`src/rtl/hazard_control_unit.sv`:
```
// Core101 hazard control: tracks in-flight writers in EX/MEM/WB, selects operand
// forwarding for the IS instruction and owns the load-use / busy stall-bubble decision.

module hcu_fwd_lane (
  input  logic            issue_valid,
  input  logic            used,
  input  logic [4:0]      addr,
  input  logic [2:0]      trk,
  input  logic [2:0][4:0] rd,
  input  logic            ex_load,
  output logic [1:0]      sel,
  output logic            lu
);
  logic [2:0] hit;

  always_comb begin
    for (int i = 0; i < 3; i++)
      hit[i] = issue_valid && used && (addr != 5'd0) && trk[i] && (rd[i] == addr);
  end

  assign lu = hit[0] & ex_load;

  // Youngest writer wins; a load still in EX has no data yet, so the stall covers it.
  always_comb begin
    sel = 2'b00;
    if (hit[0])      sel = ex_load ? 2'b00 : 2'b01;
    else if (hit[1]) sel = 2'b10;
    else if (hit[2]) sel = 2'b11;
  end
endmodule

module hazard_control_unit #(
  parameter int CNT_W = 16
) (
  input  logic             clk_in,
  input  logic             rst_in,
  input  logic             hcu_issue_valid_in,
  input  logic [4:0]       hcu_rs1_addr_in,
  input  logic [4:0]       hcu_rs2_addr_in,
  input  logic             hcu_rs1_used_in,
  input  logic             hcu_rs2_used_in,
  input  logic [4:0]       hcu_rd_addr_in,
  input  logic             hcu_rd_we_in,
  input  logic             hcu_is_load_in,
  input  logic             hcu_ex_busy_in,
  input  logic             hcu_flush_in,
  output logic             hcu_stall_out,
  output logic             hcu_bubble_out,
  output logic [1:0]       hcu_fwd_a_sel_out,
  output logic [1:0]       hcu_fwd_b_sel_out,
  output logic [CNT_W-1:0] hcu_stall_count_out
);
  localparam int STAGES = 3;
  localparam int NUM_OPS = 2;

  typedef struct packed {
    logic [4:0] rd;
    logic       load;
  } ent_t;

  // Index 0 = EX, 1 = MEM, 2 = WB.
  logic [STAGES-1:0]        vld_pipe;
  ent_t [STAGES-1:0]        ent;
  logic [STAGES-1:0]        trk;
  logic [STAGES-1:0][4:0]   rd_v;
  logic [NUM_OPS-1:0][4:0]  src_addr;
  logic [NUM_OPS-1:0]       src_used;
  logic [NUM_OPS-1:0][1:0]  sel;
  logic [NUM_OPS-1:0]       lu_v;
  logic                     lu, stall, new_vld;
  ent_t                     new_ent;
  logic [CNT_W-1:0]         cnt;

  always_comb begin
    for (int i = 0; i < STAGES; i++) begin
      trk[i]  = vld_pipe[i] && (ent[i].rd != 5'd0);
      rd_v[i] = ent[i].rd;
    end
  end

  assign src_addr = {hcu_rs2_addr_in, hcu_rs1_addr_in};
  assign src_used = {hcu_rs2_used_in, hcu_rs1_used_in};

  genvar g;
  generate
    for (g = 0; g < NUM_OPS; g++) begin : g_op
      hcu_fwd_lane u_lane (
        .issue_valid (hcu_issue_valid_in),
        .used        (src_used[g]),
        .addr        (src_addr[g]),
        .trk         (trk),
        .rd          (rd_v),
        .ex_load     (ent[0].load),
        .sel         (sel[g]),
        .lu          (lu_v[g])
      );
    end
  endgenerate

  assign lu    = |lu_v;
  assign stall = hcu_issue_valid_in & (lu | hcu_ex_busy_in) & ~hcu_flush_in;

  assign hcu_stall_out       = stall;
  assign hcu_bubble_out      = hcu_flush_in | (lu & ~hcu_ex_busy_in);
  assign hcu_fwd_a_sel_out   = sel[0];
  assign hcu_fwd_b_sel_out   = sel[1];
  assign hcu_stall_count_out = cnt;

  // Flush and load-use both inject an empty EX slot; only a clean issue enters EX.
  assign new_vld = ~hcu_flush_in & ~lu & hcu_issue_valid_in & hcu_rd_we_in &
                   (hcu_rd_addr_in != 5'd0);
  assign new_ent = new_vld ? '{rd: hcu_rd_addr_in, load: hcu_is_load_in} : '0;

  always_ff @(posedge clk_in) begin
    if (rst_in) begin
      vld_pipe <= '0;
      ent      <= '0;
      cnt      <= '0;
    end else begin
      if (stall && (cnt != '1))
        cnt <= cnt + 1'b1;
      // A busy EX freezes the tracker unless a flush aborts the op.
      if (hcu_flush_in || !hcu_ex_busy_in) begin
        vld_pipe <= {vld_pipe[STAGES-2:0], new_vld};
        ent      <= {ent[STAGES-2:0], new_ent};
      end
    end
  end
endmodule

```
`config.mk`:
```
export PLATFORM = sky130hd
export DESIGN_NAME = hazard_control_unit
export DESIGN_NICKNAME = d
export VERILOG_FILES = /design/src/rtl/hazard_control_unit.sv
export SDC_FILE = /design/constraint.sdc
export NUM_CORES = 1
export LEC_CHECK = 0
export CORE_UTILIZATION = 40
export CTS_CLUSTER_DIAMETER = 150
export DETAILED_ROUTE_END_ITERATION = 7
export GPL_ROUTABILITY_DRIVEN = 0
export PLACE_DENSITY = 0.69
export SYNTH_ARGS = -nofsm -noshare
export SYNTH_HDL_FRONTEND = slang
export SYNTH_HIERARCHICAL = 1
export SYNTH_SLANG_ARGS = --single-unit
```
`constraint.sdc`:
```
create_clock -name clk_in -period 3.65 [get_ports clk_in]
set_clock_uncertainty 0.05 [all_clocks]
set_input_delay 1.095 -clock clk_in [delete_from_list [all_inputs] [get_ports clk_in]]
set_output_delay 1.095 -clock clk_in [all_outputs]
set_load 0.005 [all_outputs]
```
; ---- Yosys cells after proc, flatten, opt, wreduce, memory -nomap -nowiden
; Index checks and enable logic that the tools add are counted.
[totals]
wordCells = 65
register_bits = 35
[op_classes]
reduce_logical = 29
bitwise = 14
n_eq_ne = 7
muxes = 8
add_sub_neg = 1
[ops]
columns = operator, count
row1 = equality test 5 bit, 6
row2 = nonzero test 5 bit, 6
row3 = logical AND 1 bit, 20
row4 = adder 16 x 1 -> 16 bit (second input constant), 1
row5 = != test 16 bit (second input constant), 1
row6 = two-way mux 2 bit, 6
row7 = bitwise AND 1 bit, 9
row8 = two-way mux 6 bit, 1
row9 = inverter 1 bit, 3
row10 = OR 1 bit, 2
row11 = OR reduction 2 bit, 1
row12 = zero test 1 bit, 1
row13 = logical OR 1 bit, 1
row14 = two-way mux 1 bit, 1

; ---- Depth between registers and ports, before layout
[depth]
ltp_word = 12
ltp_mapped = 9
mapped_depth_nobuf = 9

; ---- Cells and area by module
; The synthesis kept the hierarchy.
[modules_own_cells]
columns = mod, cells_each, instances, area_per_inst_um2, seq_area_each_um2
row1 = hazard_control_unit, 189, 1, 1562.7, 700.7
row2 = hcu_fwd_lane, 31, 2, 227.7, 0.0

; ---- Worst setup path after synthesis
; OpenSTA, ideal clock, no wires.
[synth_timing]
path_type = input port to output port
startpoint = in hcu_rs2_addr_in[1]
endpoint = out hcu_stall_out
t_required_ns = 2.505
cell_stages = 7
arrival_time_ns = 2.703
slack_ns = -0.198
path_cell_list = or4_1 -> o211ai_2 -> inv_2 -> and3_1 -> or3_1 -> nand2_1 -> inv_1
[synth_between]
elab_chain_cells = 9
[synth_lines]
columns = element, line_no
row1 = "start, declared", 39  ; input logic [4:0] hcu_rs2_addr_in,
row2 = nonzero test 5 bit, 18  ; hit[i] = issue_valid && used && (addr != 5'd0) && trk[i] && (rd[i] == addr);
row3 = logical AND 1 bit (2 in series), 18
row4 = logical AND 1 bit (*), 18
row5 = bitwise AND 1 bit (*), 21  ; assign lu = hit[0] & ex_load;
row6 = net lu_v[1], 69  ; logic [NUM_OPS-1:0] lu_v;
row7 = OR reduction 2 bit (*), 100  ; assign lu = |lu_v;
row8 = OR 1 bit (*), 101  ; assign stall = hcu_issue_valid_in & (lu | hcu_ex_busy_in) & ~hcu_flush_in;
row9 = bitwise AND 1 bit (*) (2 in series), 101
row10 = "end, declared", 47  ; output logic hcu_stall_out,
; Mark *: on every way through the listed nets, which the timed path passes. The rest lies on a longest branch.

; ---- Worst setup path in the final report
[layout_timing]
startpoint = in hcu_rs2_addr_in[2]
endpoint = out hcu_stall_out
; Same word-level chain as after synthesis.

==> flow_summary.toml <==
[placement]
place_hpwl_um = 4120
place_area_um2 = 2800
pre_cts_ws_ns = -0.907
port_buffers = 45

[cts]
clk_pin_slew_ns = 0.06
cts_tree = "yes"
insertion_delay_ns = 0.29
clock_path_buffers = 2
h-tree-depth = 2
cts_root_buf = "clkbuf_8"
cts_sinks = 35
numCtsBuffers = 5

[synth]
ys.flop_type = "dfxtp_1"
synth_area_leaders = "dfxtp_1 (35%), xor2_1 (10%), nand2_1 (6.7%), a21oi_1 (6.4%), or4_1 (5.6%)"
syn_inst = 251
yosys_warnings = 6
syn_area_per_cell_um2 = 8.04
syn_nets = 276
synth_top_area_cell = "dfxtp_1"
async_flop_share = 0
synth_edf_count = 0
yosys.cell_types.count = 37
synth.top_cell.area_share = 0.347
ys_seq_elements = 35
yosysSeqAreaShare = 0.347
syn_area_um2 = 2020

[power_and_ir_drop]
clkPwrFrac = 0.384
ir_drop_mv = 0.197
p_comb_frac = 0.140
p_int_w = 0.000617
total_power_w = 0.000813
powerDensity_nw_per_um2 = 270
p_leak_nw = 1.16
p_sw_frac = 0.241
power.switching_w = 0.000196
p_seq_frac = 0.476

[routing]
wl_met2_um = 2670
first_pass_iters = 4
antenna_left = 0
route.detailed.drc = 0
wl_per_cell_um = 14.2
vias = 2200
wl_met1_um = 2650
drt_wl_total_um = 5740
routed-wl-met3_um = 308
viasPerCell = 5.43
highest_layer = "met4"
drt_iter0_drc = 148

[setup_path]
cp.required_ns = 2.50
cp-end-kind = "primary output"
r2r_setup_slack_ns = 0.89
crit_path_max_fanout = 2
start_kind = "input port"
cp.arrival_ns = 2.72
critical_path_class = "in2out"

[final_layout]
utilization = 0.628
antennaDiodeCount = 0
multi_input_comb_area_um2 = 1360
area_growth_pct = 48.9
layout-drive-gt1-share = 0.272
stdcell_area_um2 = 3000
regArea_um2 = 701
nets = 362
fill_cells = 441

[floorplan]
start_util = 0.422
die_h_um = 73.0
std_cell_rows = 25
core_area_um2 = 4790
ios = 46
dieArea_um2 = 5330
die_w_um = 73.0

[job]
maxCapViolCount = 0

[timing]
rsz0062_at_grt = "yes"
tightest_slew_ns = 0.817
fin_crit_ns = 3.87
finalMaxSlewViolations = 0
fin_crit_sh = 1.06
setup_violations = 4
max_freq_mhz = 259
hold_viol = 0
slew_headroom = 0.451
worst_slack_ns = -0.215

[status]
violations = "setup timing"
status = "complete, but fails checks"

[global_route]
grt_max_degree = 20
grt_overflow = 0
grt_pass1_wl_um = 9320
grt_pass1_vias = 2004
grt_antenna_before_repair = 0
track_usage = 0.227

[worst_hold_path]
hold_class = "reg2reg"
-- placed cells by master (no fill, tap or decap), types with 3 or more instances in the layout --
master / instances
xor2_1: 21
buf_4: 38
nand2_1: 35
o21ai_0: 5
buf_2: 11
dfxtp_1: 35
clkbuf_8: 7
inv_2: 3
nor3_1: 4
xor2_2: 3
o21a_1: 4
a22oi_1: 5
or4_1: 13
nor2_1: 12
and3_1: 6
o31ai_1: 8
xnor2_1: 6
clkdlybuf4s50_1: 28
nor2b_1: 6
nand4_1: 5
buf_6: 9
nor4_1: 6
a21oi_1: 26
nand3_1: 5
-- path summary, 6_finish.rpt --
| check | start | endpoint | depth (start not counted) |
|---|---|---|---|
| min | vld_pipe[2] | vld_pipe[2] | 2 |
| max | hcu_rs2_addr_in[2] | hcu_stall_out | 9 |
| max reg2reg | ent[2] | hcu_stall_count_out[10] | 10 |
| min reg2reg | vld_pipe[2] | vld_pipe[2] | 2 |
-- worst max-delay path, cell delays in order --
cell	delay, ns
buf_2	0.11
or4_4	0.53
o211ai_4	0.19
inv_2	0.04
and3_4	0.16
or3_4	0.38
nand2_4	0.07
inv_2	0.04
buf_6	0.10
-- cells in the mapped netlist, types with 3 or more instances --
| master | count |
|---|---|
| or4_1 | 15 |
| nor2b_1 | 6 |
| dfxtp_1 | 35 |
| nand4_1 | 5 |
| clkbuf_1 | 7 |
| nand2_1 | 36 |
| o21ai_0 | 5 |
| a22oi_1 | 5 |
| a21oi_1 | 26 |
| and3_1 | 8 |
| nor4_1 | 8 |
| or3_1 | 3 |
| xor2_1 | 24 |
| o21a_1 | 4 |
| nor2_1 | 12 |
| nand3_1 | 5 |
| o31ai_1 | 10 |
| xnor2_1 | 6 |
| nor3_1 | 5 |
-- power by group through the flow --
stage	clock, W	sequential, W	combinational (W)
6_report	0.000312	0.000387	0.000113
5_1_grt	0.000332	0.000387	0.000124
4_1_cts	0.000317	0.000387	0.000107
3_5_place_dp	0	0.000396	0.000104
3_3_place_gp	0	0.000396	0.000103
2_1_floorplan	0	0.000396	0.0000388
-- cell type report --
class | count | share of cell area
repair buffers | 89 | 0.247
flip-flops and latches | 35 | 0.233
inverters | 4 | 0.00500
clock buffers | 7 | 0.0321
clock inverters | 1 | 0.00250
well taps | 67 | 0.0279
multi-input cells | 202 | 0.453
-- registers in the layout (all words and copies together), names as in the netlist --
signal               flops
vld_pipe                 3
ent                     16
hcu_stall_count_out     16
-- cells by family (layout without fill, tap and decap cells) --
kind of cell / count (synthesis) / in the layout / synth area share
AND/OR/NAND/NOR: 113 / 113 / 0.302
AO/OA/AOI/OAI: 56 / 56 / 0.176
flip-flops: 35 / 35 / 0.347
XOR/XNOR: 30 / 30 / 0.130
buffers and inverters: 14 / 101 / 0.0273
multiplexers: 2 / 2 / 0.0112
adder cells (fa/ha/maj): 1 / 1 / 0.00620
-- per-stage QoR --
stage	cells	setup TNS, ns	hold slack, ns
after floorplan	251	-0.0643	0.382
after global placement	387	-5.21	0.408
after detailed placement	387	-5.71	0.414
after CTS	401	-0.374	0.422
after global routing	405	-0.745	0.456
final	405	-0.456	0.421
-- metal layers --
metal | vias up | track usage
li1 | 1085 | -
met1 | 1041 | 0.307
met2 | 64 | 0.345
met3 | 10 | 0.0497
met4 | 0 | 0.0980
met5 | - | 0
-- what timing repair did --
action / in CTS / in global routing
setup endpoints to repair: 7 / 6
pin swaps: 21 / 15
setup buffers: 8 / 4
resized for setup: 69 / 14
hold buffers: 0 / 0
Note: power is estimated with default switching activity, not from simulation.
